### src/rtl/cadc_decim.sv
`default_nettype none
// ============================================================================
// Module      : cadc_decim
// Description : Offset calibration, per-sample offset removal with saturation,
//               and 2**DEC_LOG2 decimation with a valid/ready output.
// Revision    : 1.0 - initial release
// ============================================================================
module cadc_decim #(
    parameter int DW       = 8,
    parameter int DEC_LOG2 = 3,
    parameter int CAL_LOG2 = 4
) (
    input  logic                   clk,
    input  logic                   rstn,
    input  logic [DW-1:0]          dig_in,
    input  logic                   in_valid,
    input  logic                   cal_start,
    input  logic                   run_en,
    output logic [DW+DEC_LOG2-1:0] dout,
    output logic                   out_valid,
    input  logic                   out_ready,
    output logic [DW-1:0]          offset,
    output logic                   cal_done,
    output logic                   ovf
);

    localparam logic [1:0] c_IDLE = 2'd0;
    localparam logic [1:0] c_CAL  = 2'd1;
    localparam logic [1:0] c_RUN  = 2'd2;

    localparam logic [DW-1:0] c_SAT_MAX = {1'b0, {(DW-1){1'b1}}};
    localparam logic [DW-1:0] c_SAT_MIN = {1'b1, {(DW-1){1'b0}}};

    logic [1:0]                state_q, state_d;
    logic [DW+CAL_LOG2-1:0]    cal_acc_q, cal_acc_d;
    logic [CAL_LOG2-1:0]       cal_cnt_q, cal_cnt_d;
    logic [DW+DEC_LOG2-1:0]    dec_acc_q, dec_acc_d;
    logic [DEC_LOG2-1:0]       dec_cnt_q, dec_cnt_d;
    logic [DW+DEC_LOG2-1:0]    dout_q, dout_d;
    logic                      out_valid_q, out_valid_d;
    logic [DW-1:0]             offset_q, offset_d;
    logic                      cal_done_q, cal_done_d;
    logic                      ovf_q, ovf_d;

    logic [DW+CAL_LOG2-1:0]    w_cal_sum;
    logic [DW:0]               w_diff;
    logic [DW-1:0]             w_corr;
    logic [DW+DEC_LOG2-1:0]    w_dec_sum;

    assign w_cal_sum = cal_acc_q + {{CAL_LOG2{dig_in[DW-1]}}, dig_in};
    assign w_diff    = {dig_in[DW-1], dig_in} - {offset_q[DW-1], offset_q};

    // The two top bits of the DW+1 difference disagree only when it is out of range.
    always_comb begin
        w_corr = w_diff[DW-1:0];
        if (w_diff[DW] != w_diff[DW-1]) begin
            w_corr = w_diff[DW] ? c_SAT_MIN : c_SAT_MAX;
        end
    end

    assign w_dec_sum = dec_acc_q + {{DEC_LOG2{w_corr[DW-1]}}, w_corr};

    always_comb begin
        state_d     = state_q;
        cal_acc_d   = cal_acc_q;
        cal_cnt_d   = cal_cnt_q;
        dec_acc_d   = dec_acc_q;
        dec_cnt_d   = dec_cnt_q;
        dout_d      = dout_q;
        out_valid_d = out_valid_q;
        offset_d    = offset_q;
        cal_done_d  = 1'b0;
        ovf_d       = ovf_q;

        if (out_valid_q && out_ready) begin
            out_valid_d = 1'b0;
        end

        case (state_q)
            c_IDLE: begin
                if (cal_start) begin
                    state_d   = c_CAL;
                    cal_acc_d = '0;
                    cal_cnt_d = '0;
                    ovf_d     = 1'b0;
                end else if (run_en) begin
                    state_d = c_RUN;
                end
            end
            c_CAL: begin
                if (in_valid) begin
                    if (cal_cnt_q == {CAL_LOG2{1'b1}}) begin
                        // Upper bits of the total are the floor of the mean.
                        offset_d   = w_cal_sum[DW+CAL_LOG2-1:CAL_LOG2];
                        cal_done_d = 1'b1;
                        ovf_d      = 1'b0;
                        cal_acc_d  = '0;
                        cal_cnt_d  = '0;
                        state_d    = run_en ? c_RUN : c_IDLE;
                    end else begin
                        cal_acc_d = w_cal_sum;
                        cal_cnt_d = cal_cnt_q + 1'b1;
                    end
                end
            end
            c_RUN: begin
                if (cal_start) begin
                    state_d   = c_CAL;
                    dec_acc_d = '0;
                    dec_cnt_d = '0;
                    cal_acc_d = '0;
                    cal_cnt_d = '0;
                    ovf_d     = 1'b0;
                end else if (!run_en) begin
                    state_d   = c_IDLE;
                    dec_acc_d = '0;
                    dec_cnt_d = '0;
                end else if (in_valid) begin
                    if (dec_cnt_q == {DEC_LOG2{1'b1}}) begin
                        dout_d      = w_dec_sum;
                        out_valid_d = 1'b1;
                        dec_acc_d   = '0;
                        dec_cnt_d   = '0;
                        if (out_valid_q && !out_ready) begin
                            ovf_d = 1'b1;
                        end
                    end else begin
                        dec_acc_d = w_dec_sum;
                        dec_cnt_d = dec_cnt_q + 1'b1;
                    end
                end
            end
            default: begin
                state_d = c_IDLE;
            end
        endcase
    end

    always_ff @(posedge clk) begin
        if (!rstn) begin
            state_q     <= c_IDLE;
            cal_acc_q   <= '0;
            cal_cnt_q   <= '0;
            dec_acc_q   <= '0;
            dec_cnt_q   <= '0;
            dout_q      <= '0;
            out_valid_q <= 1'b0;
            offset_q    <= '0;
            cal_done_q  <= 1'b0;
            ovf_q       <= 1'b0;
        end else begin
            state_q     <= state_d;
            cal_acc_q   <= cal_acc_d;
            cal_cnt_q   <= cal_cnt_d;
            dec_acc_q   <= dec_acc_d;
            dec_cnt_q   <= dec_cnt_d;
            dout_q      <= dout_d;
            out_valid_q <= out_valid_d;
            offset_q    <= offset_d;
            cal_done_q  <= cal_done_d;
            ovf_q       <= ovf_d;
        end
    end

    assign dout      = dout_q;
    assign out_valid = out_valid_q;
    assign offset    = offset_q;
    assign cal_done  = cal_done_q;
    assign ovf       = ovf_q;

endmodule
`default_nettype wire

### config.mk
export PLATFORM = sky130hd
export DESIGN_NAME = cadc_decim
export DESIGN_NICKNAME = d
export VERILOG_FILES = /design/src/rtl/cadc_decim.sv
export SDC_FILE = /design/constraint.sdc
export NUM_CORES = 1
export LEC_CHECK = 0
export BUFFER_PORTS_ARGS = -buffer_cell sky130_fd_sc_hd__buf_2
export CAP_MARGIN = 20
export CORE_MARGIN = 10
export CORE_UTILIZATION = 55
export CTS_CLUSTER_SIZE = 12
export DETAILED_ROUTE_END_ITERATION = 8
export PLACE_DENSITY_LB_ADDON = 0.2
export SLEW_MARGIN = 0
export SYNTH_ARGS = -nofsm -noshare
export SYNTH_HDL_FRONTEND = slang
export SYNTH_SLANG_ARGS = --single-unit
### constraint.sdc
create_clock -name clk -period 9.33 [get_ports clk]
set_input_delay 0 -clock clk [delete_from_list [all_inputs] [get_ports clk]]
set_output_delay 0 -clock clk [all_outputs]
set_load 0.02 [all_outputs]
# Word level (Yosys, flattened, before mapping)
# Index checks and enable logic that the tools add are counted.
[word_totals] register_bits=54 latchBits=0 ramBits=0 mem_bits_ro=0 in_bits=14 elab_cells=88 mem_count=0
[classes] addsub=5 n_mul=0 div=0 order_cmp=0 eq_ne=16 shift=0 n_mux=42 bitwise_logic=1 reduce_logical=14
[op_table] operator="2-to-1 mux 11 bit" n=4
[op_table] operator="2-to-1 mux 12 bit" n=3
[op_table] operator="one-hot mux 12 bit (2 select lines)" n=1
[op_table] operator="!= test 3 bit (second input constant)" n=7
[op_table] operator="2-to-1 mux 8 bit" n=2
[op_table] operator="2-to-1 mux 1 bit" n=15
[op_table] operator="2-to-1 mux 2 bit" n=7
[op_table] operator="adder 12 bit" n=1
[op_table] operator="2-to-1 mux 3 bit" n=4
[op_table] operator="2-to-1 mux 4 bit" n=3
[op_table] operator="adder 11 bit" n=1
[op_table] operator="AND reduction 3 bit" n=3
[op_table] operator="subtractor 8 x 8 -> 9 bit" n=1
[op_table] operator="one-hot mux 4 bit (2 select lines)" n=1
[op_table] operator="AND reduction 8 bit" n=1
[op_table] operator="!= test 2 bit (second input constant)" n=3
[op_table] operator="one-hot mux 2 bit (3 select lines)" n=1
[op_table] operator="AND reduction 5 bit" n=1
[op_table] operator="adder 4 x 1 -> 4 bit (second input constant)" n=1
[op_table] operator="== test 4 bit (second input constant)" n=1
[op_table] operator="AND reduction 4 bit" n=1
[op_table] operator="adder 3 x 1 -> 3 bit (second input constant)" n=1
[op_table] operator="== test 3 bit (second input constant)" n=1
[op_table] operator="one-hot mux 1 bit (3 select lines)" n=1
[op_table] operator="12 further kinds" n=13

# Depth between registers and ports, before layout
# Gate-level depths: netlist of run 1.
[depth] word_depth=8 depth_mapped=22

# Worst setup path before layout of run 1
# OpenSTA, ideal clock, no wires.
[synth_timing] path_kind="register to register" start="register offset_q[0], in the netlist offset[0]" end="register dout_q[10], in the netlist dout[10]" setup_ns=0.079 t_arrival_ns=4.229 slack_ns=5.022 path_stages_with_launch=21 n_path_buf=2 synth_period_minus_slack_ns=4.308 path_cell_list="dfxtp_1 ha_1 fa_1 and2b_1 o21ai_2 a21boi_2 o21ai_2 a221o_1 buf_6 ha_1 buf_1 mux2i_1 ha_1 inv_1 fa_1 nand2b_1 a21o_1 a21o_1 a211oi_2 nand4b_1 o211ai_1"
[synth_between] elab_chain_len=4 word_cells_on_any_way=5
[synth_rtl] element="start: declaration" line="41" rtl="logic [DW-1:0] offset_q, offset_d;"
[synth_rtl] element="start signal: assignment" line="159" rtl="offset_q <= offset_d;"
[synth_rtl] element="subtractor 8 x 8 -> 9 bit *" line="51" rtl="assign w_diff = {dig_in[DW-1], dig_in} - {offset_q[DW-1], offset_q};"
[synth_rtl] element="2-to-1 mux 8 bit or != test 1 bit (tied branches)" line="57, 56"
[synth_rtl] element="2-to-1 mux 8 bit *" line="56" rtl="if (w_diff[DW] != w_diff[DW-1]) begin"
[synth_rtl] element="adder 11 bit *" line="61" rtl="assign w_dec_sum = dec_acc_q + {{DEC_LOG2{w_corr[DW-1]}}, w_corr};"
[synth_rtl] element="end signal: assignment" line="157" rtl="dout_q <= dout_d;"
[synth_rtl] element="end: declaration" line="39" rtl="logic [DW+DEC_LOG2-1:0] dout_q, dout_d;"
# Every way passes the cells marked *; elsewhere a longest branch is shown, timed or not.
# A chain may end at the register's enable or synchronous reset.

# Worst setup path after layout of run 1
# Ends and elaborated chain as after synthesis.

==> results of run 1 <==
## through the flow
stage / cells / total power (W) / utilization / hold slack [ns]
after floorplan: 419 / 0.0003217 / - / 0.1459
after global placement: 513 / 0.0003402 / 0.5882 / 0.2480
final: 522 / 0.0005025 / 0.6089 / 0.004460
after CTS: 521 / 0.0005053 / 0.6077 / 0.003768
after global routing: 522 / 0.0005271 / 0.6089 / 0.007750
after detailed placement: 513 / 0.0003422 / 0.5882 / 0.2434
## sequential cells by signal, summed over array words and instances (netlist names)
name       cells
dec_cnt_q      3
dec_acc_q     11
cal_acc_q     12
offset         8
ovf            1
cal_cnt_q      4
dout          11
out_valid      1
cal_done       1
state_q        2
## worst reg2reg max path, cell delays in order, from the launching register on
cell and delay [ns]:
dfxtp_1 0.33, ha_1 0.22, fa_1 0.40, and2b_1 0.23
o21ai_2 0.06, a21boi_2 0.16, o21ai_2 0.08, a221o_1 0.42
ha_1 0.48, mux2i_1 0.24, ha_1 0.21, inv_1 0.07
fa_1 0.39, nand2b_1 0.18, a21o_1 0.19, a21o_1 0.19
a211oi_2 0.30, nand4b_1 0.14, o211ai_1 0.11
## final timing paths
kind                                             start                    end  slack, ns  cells past startpoint
worst max-delay path            offset[0]$_SDFFE_PN0P_  dout[10]$_SDFFE_PN0P_       4.85                     18
worst min-delay path                         out_ready   out_valid$_SDFF_PN0_      0.004                      3
worst max register to register  offset[0]$_SDFFE_PN0P_  dout[10]$_SDFFE_PN0P_       4.85                     18
worst min register to register    dout[0]$_SDFFE_PN0P_   dout[0]$_SDFFE_PN0P_       0.45                      2
## power by group through the flow
stage / clock, W / combinational, W / sequential, W
after floorplan: 0 / 0.0000809 / 0.000241
after global placement: 0 / 0.0000989 / 0.000241
after CTS: 0.000167 / 0.000102 / 0.000236
after global routing: 0.000176 / 0.000114 / 0.000237
after detailed placement: 0 / 0.000101 / 0.000241
final: 0.000163 / 0.000103 / 0.000236
## layout by cell type (no fill, tap or decap), types with 2 or more instances in the layout
| cell | count |
|---|---|
| a32oi_1 | 4 |
| a21oi_1 | 32 |
| inv_1 | 23 |
| xor2_1 | 4 |
| xnor2_1 | 14 |
| a211oi_2 | 2 |
| ha_1 | 34 |
| o21ai_0 | 18 |
| a22oi_1 | 15 |
| a21o_1 | 7 |
| clkbuf_8 | 6 |
| nand2_1 | 42 |
| nand2b_1 | 4 |
| a31o_2 | 2 |
| and3_1 | 5 |
| nor3_1 | 6 |
| o31ai_1 | 2 |
| a211o_1 | 4 |
| nor2_1 | 36 |
| nand4_1 | 3 |
| buf_2 | 35 |
| o21bai_1 | 4 |
| buf_4 | 3 |
| nand3b_1 | 3 |
| o21ai_2 | 2 |
| or2_2 | 3 |
| nor2b_1 | 4 |
| o21a_1 | 2 |
| dfxtp_1 | 54 |
| nand4b_1 | 5 |
| nand3_1 | 18 |
| mux2i_1 | 5 |
| fa_1 | 3 |
| o211ai_1 | 10 |
| or3_1 | 4 |
| a211oi_1 | 6 |
## cell families (layout without fill, tap and decap cells)
family,after synthesis,in the layout,synth area share
AND/OR/NAND/NOR,141,141,0.2019
AO/OA/AOI/OAI,119,119,0.2344
flip-flops,54,54,0.3082
buffers and inverters,44,70,0.05458
adder cells (fa/ha/maj),37,37,0.1384
XOR/XNOR,18,18,0.04495
multiplexers,6,6,0.01748
## what timing repair did
action                    4_1_cts  5_1_grt
hold buffers                    1        0
buffers inserted                0        0
hold endpoints to repair        1        0
## metal layers
| metal | share of wire | wire [um] | up-vias |
|---|---|---|---|
| met3 | 0.039 | 299 | 9 |
| li1 | - | - | 1558 |
| met5 | 0 | 0 | - |
| met2 | 0.50 | 3836 | 47 |
| met1 | 0.45 | 3495 | 1375 |
| met4 | 0.014 | 106 | 0 |
## area by class of cell
cell class	instances	share of cell area
sequential	54	0.2828
multi-input combinational	321	0.5846
clock buffer	6	0.02160
inverter	24	0.02357
clock inverter	1	0.007856
timing repair buffer	39	0.05434
tap	77	0.02520
==> results.toml, run 1 <==
[status]
outcome = "complete, no violations"

[yosys]
synthTopCellsByArea = "dfxtp_1 31%, ha_1 12%, a21oi_1 4.6%"
yosysUniqueCellTypes = 58
synthesis.area_sq_um = 3507
netlist_instances = 419
syn-num-nets = 470
syn_area_per_cell_sq_um = 8.370
post-synth-top-count-cell = "dfxtp_1"
ys_seq_area_frac = 0.3082
ys_warn_count = 0
synth_edf_count = 0
synth_flop_cell = "dfxtp_1"
synth.top_cell.area_share = 0.3082
synth-async-reset-ratio = 0
synth_top_area_cell = "dfxtp_1"
yosys-top-cells-count = "54 x dfxtp_1, 42 x nand2_1, 36 x nor2_1"
synth-seq-cells = 54

[timing]
report.final.slew_viol_count = 0
period_needed_ns = 4.479
maxSlewHeadroom = 0.4073
setup_viol_count_final = 0
min_period_over_period = 0.4800
rsz0062_at_grt = "no"
fin_ws_ns = 4.851
fin_tns_setup_ns = 0
fin_worst_skew_ns = 0.005628
fmax_mhz = 223.3
finalHoldViolCount = 0
tightestPinTransition_ns = 0.8858

[final_layout]
fillCellCount = 565
multi_input_comb_area_sq_um = 2235
fin_area_sq_um = 3822
fin_nets = 496
drive_gt1_frac = 0.1416
antenna_cells = 0
regArea_sq_um = 1081
area_growth_syn_to_layout_pct = 8.990

[pwr]
p_leak_nw = 1.599
switching_share = 0.2825
p_comb_frac = 0.205
powerDensity_nw_per_um2 = 131.5
seq_power_share = 0.470
intPower_w = 0.0003606
clockPowerShare = 0.325
power_switching_w = 0.0001419
max-vdd-ir-drop_v = 0.00008049

[setup_path]
crit_top_cell = "ha_1"
critPathKind = "reg -> reg"
path_cells = "ha_1 -> fa_1 -> and2b_1 -> o21ai_2 -> a21boi_2 -> o21ai_2 -> a221o_1 -> ha_1 -> mux2i_1 -> ha_1 -> inv_1 -> fa_1 -> nand2b_1 -> a21o_1 -> a21o_1 -> a211oi_2 -> nand4b_1 -> o211ai_1"
cpMaxStageDelayCell = "ha_1"
critPathArrivalTime_ns = 4.72
critPathTopFamily = "adder cells"
start_kind = "flip-flop"
critPathBufInv = 1
end_kind = "flip-flop"
critical_path_required_ns = 9.57
critPathMaxStageDelay_ns = 0.48
cp_max_fo = 10

[global_routing]
grt_overflow = 0
met2_usage = 0.2822
grt_pass1_vias = 2957
grt_pass1_wl_mm = 13.01
use_met3 = 0.03159
antenna_found_initial = 0
grt_start_max_net_pins = 30
grt.busiest_layer = "met2"
gr-usage-met1 = 0.1693
track_usage = 0.1539

[clock_network]
clk_pin_slew_ns = 0.10
cts_tree = "yes"
clock_path_buffers = 2
clk_latency_ns = 0.31
cts_resized = 0
htreeDepth = 2
cts_buffers = 5
clock_sinks = 54
cts_root_buffer = "clkbuf_8"

[place]
gp_congestion = 0.8822
io_buffers = 35
place_area_sq_um = 3692
dp_worst_setup_slack_ns = 4.886
dpl.hpwl_mm = 5.847

[floorplan]
core_sq_um = 6277
die_h_um = 99.86
rows = 29
dieArea_sq_um = 9971
io_pins = 36
die_w_um = 99.86
start_util = 0.5587

[run]
max_cap_viol_count = 0

[drt]
drtPass1Iterations = 4
via_per_inst = 5.726
vias = 2989
ant_nets = 0
drt-wirelength-per-cell_um = 14.82
wl_mm = 7.736
drt_iter0_markers = 106
drc = 0

[hold_path]
hold_path_class = "in -> reg"
No activity file was read; power rests on OpenSTA's default activity.
==> inputs of run 2 (changes only) <==
- CORE_UTILIZATION: 55 -> 54
- clock period: 9.33 -> 4 ns (I/O delays scaled with it)
==> run 2 against run 1 <==
  * Via count is 4.1% higher
  * Global-route usage is 0.20 points higher
  * Sequential power is 130% higher
  * Non-clock buffer count is 23 higher
  * Total power is 130% higher
  * Count of clock-buffer cells in the layout is 1 lower
  * First-iteration DRC count is 2.8% higher
  * Utilization is 3.9 points higher
  * Flip-flop and latch count stayed put
  * Register-to-register slack worse by 4.8 ns
  * Combinational power grew to 2.9 times the previous value
==> results.toml, run 2 (synthesis gave the netlist of run 1 again) <==
[timing]
fmax_mhz = 250.3
finalHoldViolCount = 0
setup_viol_count_final = 0
report.final.slew_viol_count = 0
maxSlewHeadroom = 0.2764
period_needed_ns = 3.995
fin_hold_ws_ns = 0.05876
fin_tns_setup_ns = 0
fin_ws_ns = 0.004874
fin_worst_skew_ns = 0.007890
tightestPinTransition_ns = 1.081
min_period_over_period = 0.9988
rsz0062_at_grt = "yes"

[global_routing]
gr-usage-met1 = 0.1750
grt_pass1_wl_mm = 13.40
grt_start_max_net_pins = 30
grt.busiest_layer = "met2"
met2_usage = 0.2845
track_usage = 0.1559
use_met3 = 0.03635
grt_overflow = 0
antenna_found_initial = 0
grt_pass1_vias = 3077

[setup_path]
critPathBufInv = 4
endpoint = "dec_acc_q[8]$_SDFFE_PN0P_"
critical_path_required_ns = 4.21
critPathTopFamily = "compound AO/OA/AOI/OAI gates"
crit_top_cell = "buf_4"
cpMaxStageDelayCell = "dfxtp_4"
r2r_start = "offset[0]$_SDFFE_PN0P_"
startpoint = "offset[0]$_SDFFE_PN0P_"
critPathArrivalTime_ns = 4.20
end_kind = "flip-flop"
cp.depth = 20
start_kind = "flip-flop"
critPathKind = "reg -> reg"
critPathMaxStageDelay_ns = 0.37
r2r_setup_slack_ns = 0.005
r2r_end = "dec_acc_q[8]$_SDFFE_PN0P_"
cp_max_fo = 8
worstRegToRegCells = 20
path_cells = "ha_4 -> fa_2 -> and2b_1 -> o21ai_2 -> a21boi_2 -> o21ai_2 -> a221o_1 -> ha_4 -> buf_4 -> inv_4 -> buf_4 -> mux2i_2 -> ha_1 -> o211ai_1 -> a21o_1 -> buf_4 -> nand2_4 -> a211o_1 -> a32oi_1 -> nor2_1"

[final_layout]
area_growth_syn_to_layout_pct = 16.59
final_cell_mix = "52 x dfxtp_1, 41 x nand2_1, 36 x nor2_1"
fin_nets = 519
drive_gt1_frac = 0.2281
fillCellCount = 564
antenna_cells = 0
fin_area_sq_um = 4089
regMostFlops = "cal_acc_q"
largest_reg_flops = 12
mostFrequentLayoutCell = "dfxtp_1"

[pwr]
power_switching_w = 0.0003526
p_comb_frac = 0.255
p_total_w = 0.001152
seq_power_share = 0.477
switching_share = 0.3060
intPower_w = 0.0007998
max-vdd-ir-drop_v = 0.0001648
p_leak_nw = 1.720
powerDensity_nw_per_um2 = 281.8
clockPowerShare = 0.267

[place]
dp_worst_setup_slack_ns = -0.1461
io_buffers = 35
gp_congestion = 0.8596
dpl.hpwl_mm = 6.025
place_area_sq_um = 3849

[clock_network]
cts_buffers = 5
clock_sinks = 54
clk_pin_slew_ns = 0.10
clk_latency_ns = 0.32
cts_tree = "yes"
htreeDepth = 2
cts_root_buffer = "clkbuf_8"
clock_path_buffers = 2

[floorplan]
die_w_um = 100.6
dieArea_sq_um = 10120
core_sq_um = 6314
die_h_um = 100.6
io_pins = 36
rows = 29
start_util = 0.5555

[drt]
drt_iter0_markers = 109
ant_nets = 0
drtPass1Iterations = 4
drc = 0
drt-wirelength-per-cell_um = 14.68
vias = 3113
wl_mm = 8.015
via_per_inst = 5.701

[hold_path]
hold_path_class = "in -> reg"

[run]
max_cap_viol_count = 0

[status]
outcome = "complete, no violations"
run 2: tightest hold or removal path: stages:
cell and delay, ns:
buf_2 0.09, ha_1 0.12, a22oi_1 0.06, nor2_1 0.07
run 2: timing repair:
| item | 4_1_cts | 5_1_grt |
|---|---|---|
| pin swaps | 1 | 13 |
| endpoints found under the setup margin | 10 | 12 |
| gates resized for setup | 4 | 21 |
| gates cloned | 0 | 0 |
| setup buffers | 0 | 6 |
| endpoints found under the hold margin | 2 | 0 |
| hold buffers | 2 | 0 |
run 2: stage by stage:
stage / cells / util
floorplan: 419 / -
global placement: 530 / 0.6096
detailed placement: 530 / 0.6096
CTS: 540 / 0.6292
global route: 546 / 0.6476
finish: 546 / 0.6476
run 2: area by class of cell:
class | instances | area, sq um | area share
repair buffers | 62 | 382.9 | 0.09364
well taps | 77 | 96.34 | 0.02356
inverters | 24 | 92.59 | 0.02264
flip-flops and latches | 54 | 1086 | 0.2656
multi-input cells | 321 | 2341 | 0.5725
clock buffers | 5 | 68.82 | 0.01683
clock inverters | 3 | 21.27 | 0.005202
run 2: power by group through the flow:
stage | registers (W) | logic, W | clock network, W
2_1_floorplan | 0.000562 | 0.000195 | 0
3_3_place_gp | 0.000563 | 0.000255 | 0
5_1_grt | 0.000551 | 0.000324 | 0.000343
3_5_place_dp | 0.000563 | 0.000261 | 0
4_1_cts | 0.000551 | 0.000269 | 0.000322
6_report | 0.000550 | 0.000294 | 0.000308
run 2: routing by layer:
layer  share of wire  wire length [um]
met1            0.43              3464
met2            0.51              4124
met3           0.042               339
met4           0.011                87
met5               0                 0
run 2: how the worst min path moves through the flow:
stage / startpoint / to / depth (start not counted)
6_report: dig_in[0] / cal_acc_q[0]$_SDFFE_PN0P_ / 4
5_1_grt: dig_in[0] / cal_acc_q[0]$_SDFFE_PN0P_ / 4
4_1_cts: dig_in[0] / cal_acc_q[0]$_SDFFE_PN0P_ / 4
3_5_place_dp: run_en / state_q[1]$_SDFFE_PN0P_ / 2
3_3_place_gp: run_en / state_q[1]$_SDFFE_PN0P_ / 2
2_1_floorplan: run_en / state_q[1]$_SDFFE_PN0P_ / 1
==> inputs of run 3 (changes only) <==
- BUFFER_PORTS_ARGS: -buffer_cell sky130_fd_sc_hd__buf_2 -> unset
- CORE_UTILIZATION: 54 -> 55
- DONT_BUFFER_PORTS: unset -> 1
==> run 3 against run 2 <==
  * The run now ends with negative setup slack left
  * Hold slack worse by 0.049 ns
  * Sequential power hardly changed
  * Utilization is 1.5 points higher
  * Routed wire length rose by 5.2%
  * Non-clock buffer count is 15 lower
  * Combinational power hardly changed
  * Setup slack lost 0.12 ns
  * Critical endpoint unchanged
  * Highest routed layer unchanged
  * Fmax is 2.8% lower
  * Via count barely moved
  * Register-to-register slack worse by 0.12 ns
  * Count of clock-buffer cells in the layout is the same
==> results.toml, run 3 (synthesis gave the netlist of run 1 again) <==
[status]
outcome = "complete, but fails checks"
violations = "negative setup slack"

[pwr]
p_comb_frac = 0.243
clockPowerShare = 0.303
switching_share = 0.2872
powerDensity_nw_per_um2 = 291.5
power_switching_w = 0.0003482
p_total_w = 0.001212
seq_power_share = 0.454
intPower_w = 0.0008643
max-vdd-ir-drop_v = 0.0002303
p_leak_nw = 1.651

[clock_network]
clk_latency_ns = 0.31
cts_buffers = 5
clk_pin_slew_ns = 0.10
htreeDepth = 2
cts_tree = "yes"
clock_path_buffers = 2
clock_sinks = 54
cts_root_buffer = "clkbuf_8"

[setup_path]
r2r_start = "offset[0]$_SDFFE_PN0P_"
critPathMaxStageDelay_ns = 0.37
cpMaxStageDelayCell = "or3_1"
path_cells = "ha_4 -> fa_2 -> and2b_1 -> o21ai_2 -> a21boi_2 -> o21ai_2 -> a221o_1 -> ha_4 -> buf_4 -> or3_1 -> o21ai_1 -> ha_1 -> o211ai_1 -> a21o_1 -> buf_4 -> nand2_4 -> a211o_1 -> a32oi_1 -> nor2_1"
critical_path_required_ns = 4.18
end_kind = "flip-flop"
r2r_end = "dec_acc_q[8]$_SDFFE_PN0P_"
critPathKind = "reg -> reg"
cp_max_fo = 5
start_kind = "flip-flop"
critPathArrivalTime_ns = 4.29
worstRegToRegCells = 19
r2r_setup_slack_ns = -0.11

[place]
io_buffers = 0
gp_congestion = 0.8831
dpl.hpwl_mm = 5.832

[timing]
fin_ws_ns = -0.1115
setup_viol_count_final = 4
period_needed_ns = 4.111
tightestPinTransition_ns = 1.102
maxSlewHeadroom = 0.2624
finalHoldViolCount = 0
rsz0062_at_grt = "yes"
fin_worst_skew_ns = 0.006204
fmax_mhz = 243.2
min_period_over_period = 1.028
report.final.slew_viol_count = 0

[drt]
drt-wirelength-per-cell_um = 15.89
drtPass1Iterations = 4
via_per_inst = 5.859
drc = 0
drt_iter0_markers = 119
ant_nets = 0
vias = 3111
wl_mm = 8.435

[hold_path]
whs_endpoint = "dec_acc_q[1]$_SDFFE_PN0P_"
whs_path_depth = 4
hold_path_class = "in -> reg"
min_from = "cal_start"

[global_routing]
grt_start_max_net_pins = 22
grt_overflow = 0
grt_pass1_wl_mm = 13.63
grt_pass1_vias = 2997
antenna_found_initial = 0
track_usage = 0.1623

[final_layout]
multi_input_comb_area_sq_um = 2376
final_core_util = 0.6625
regMostFlops = "cal_acc_q"
fillCellCount = 559
drive_gt1_frac = 0.1784
antenna_cells = 0
fin_nets = 504
regArea_sq_um = 1084
area_growth_syn_to_layout_pct = 18.59
mostFrequentLayoutCell = "dfxtp_1"
final_cell_mix = "52 x dfxtp_1, 41 x nand2_1, 36 x nor2_1"
largest_reg_flops = 12

[floorplan]
core_sq_um = 6277
die_w_um = 99.86
die_h_um = 99.86
start_util = 0.5587
rows = 29
dieArea_sq_um = 9971
io_pins = 36

[run]
max_cap_viol_count = 0
[run 3: cell count changes in the layout (fill, tap and decap cells not counted), sizes merged]
| cell | delta |
|---|---|
| buf | -32 |
| bufinv | +1 |
| dlygate4sd3 | +17 |
| inv | -1 |
[run 3: routing by layer]
layer	vias to the layer above	GRT usage	share of wire
met5	-	0	0
met4	0	0.03749	0.018
met3	19	0.05014	0.058
met2	71	0.2887	0.50
met1	1452	0.1847	0.42
li1	1569	-	-
[run 3: layout make-up]
type | instances | area share
well taps | 77 | 0.02316
inverters | 24 | 0.02256
flip-flops and latches | 54 | 0.2605
repair buffers | 47 | 0.09627
multi-input cells | 321 | 0.5713
clock buffers | 5 | 0.01655
clock inverters | 3 | 0.009627
[run 3: how the worst max path moves through the flow]
| stage | start | to | slack (ns) | depth (start not counted) |
|---|---|---|---|---|
| after detailed placement | offset[1]$_SDFFE_PN0P_ | dec_acc_q[10]$_SDFFE_PN0P_ | -0.15 | 19 |
| after global routing | offset[1]$_SDFFE_PN0P_ | dec_acc_q[8]$_SDFFE_PN0P_ | -0.29 | 20 |
| final | offset[0]$_SDFFE_PN0P_ | dec_acc_q[8]$_SDFFE_PN0P_ | -0.11 | 19 |
| after CTS | offset[0]$_SDFFE_PN0P_ | dec_acc_q[10]$_SDFFE_PN0P_ | -0.01 | 18 |
| after global placement | offset[0]$_SDFFE_PN0P_ | dec_acc_q[10]$_SDFFE_PN0P_ | 0.009 | 18 |
| after floorplan | offset[1]$_SDFFE_PN0P_ | dec_acc_q[10]$_SDFFE_PN0P_ | 0.002 | 20 |
[run 3: through the flow]
step                setup TNS, ns  worst slack, ns  instance area, sq um  cells  hold WS [ns]
finish                    -0.2672          -0.1115                  4159    531      0.009680
global route               -1.224          -0.2874                  4159    531       0.02258
CTS                      -0.01568         -0.01255                  4003    522     0.0007482
detailed placement        -0.6175          -0.1525                  3659    493        0.1250
global placement                0         0.009306                  3659    493        0.1227
floorplan                       0         0.001685                  3543    419        0.1459
[run 3: timing repair]
action / 4_1_cts / 5_1_grt
setup endpoints to repair: 7 / 14
buffers inserted: 2 / 9
pin swaps: 1 / 16
hold endpoints to repair: 21 / 0
hold buffers: 19 / 0
resized for setup: 6 / 24
[run 3: critical path: cells and delay by family, from the launching register on]
kind	cells	cell delay, ns
fa+ha+maj	4	1.04
buf+inv	2	0.28
flops	1	0.35
simple gates	4	0.70
compound gates	9	1.60
[run 3: power by group through the flow]
stage,Sequential [W],Clock [W],Combinational (W)
finish,0.000551,0.000367,0.000295
global route,0.000552,0.000395,0.000323
CTS,0.000551,0.000379,0.000254
detailed placement,0.000563,0,0.000235
global placement,0.000563,0,0.000229
floorplan,0.000562,0,0.000195
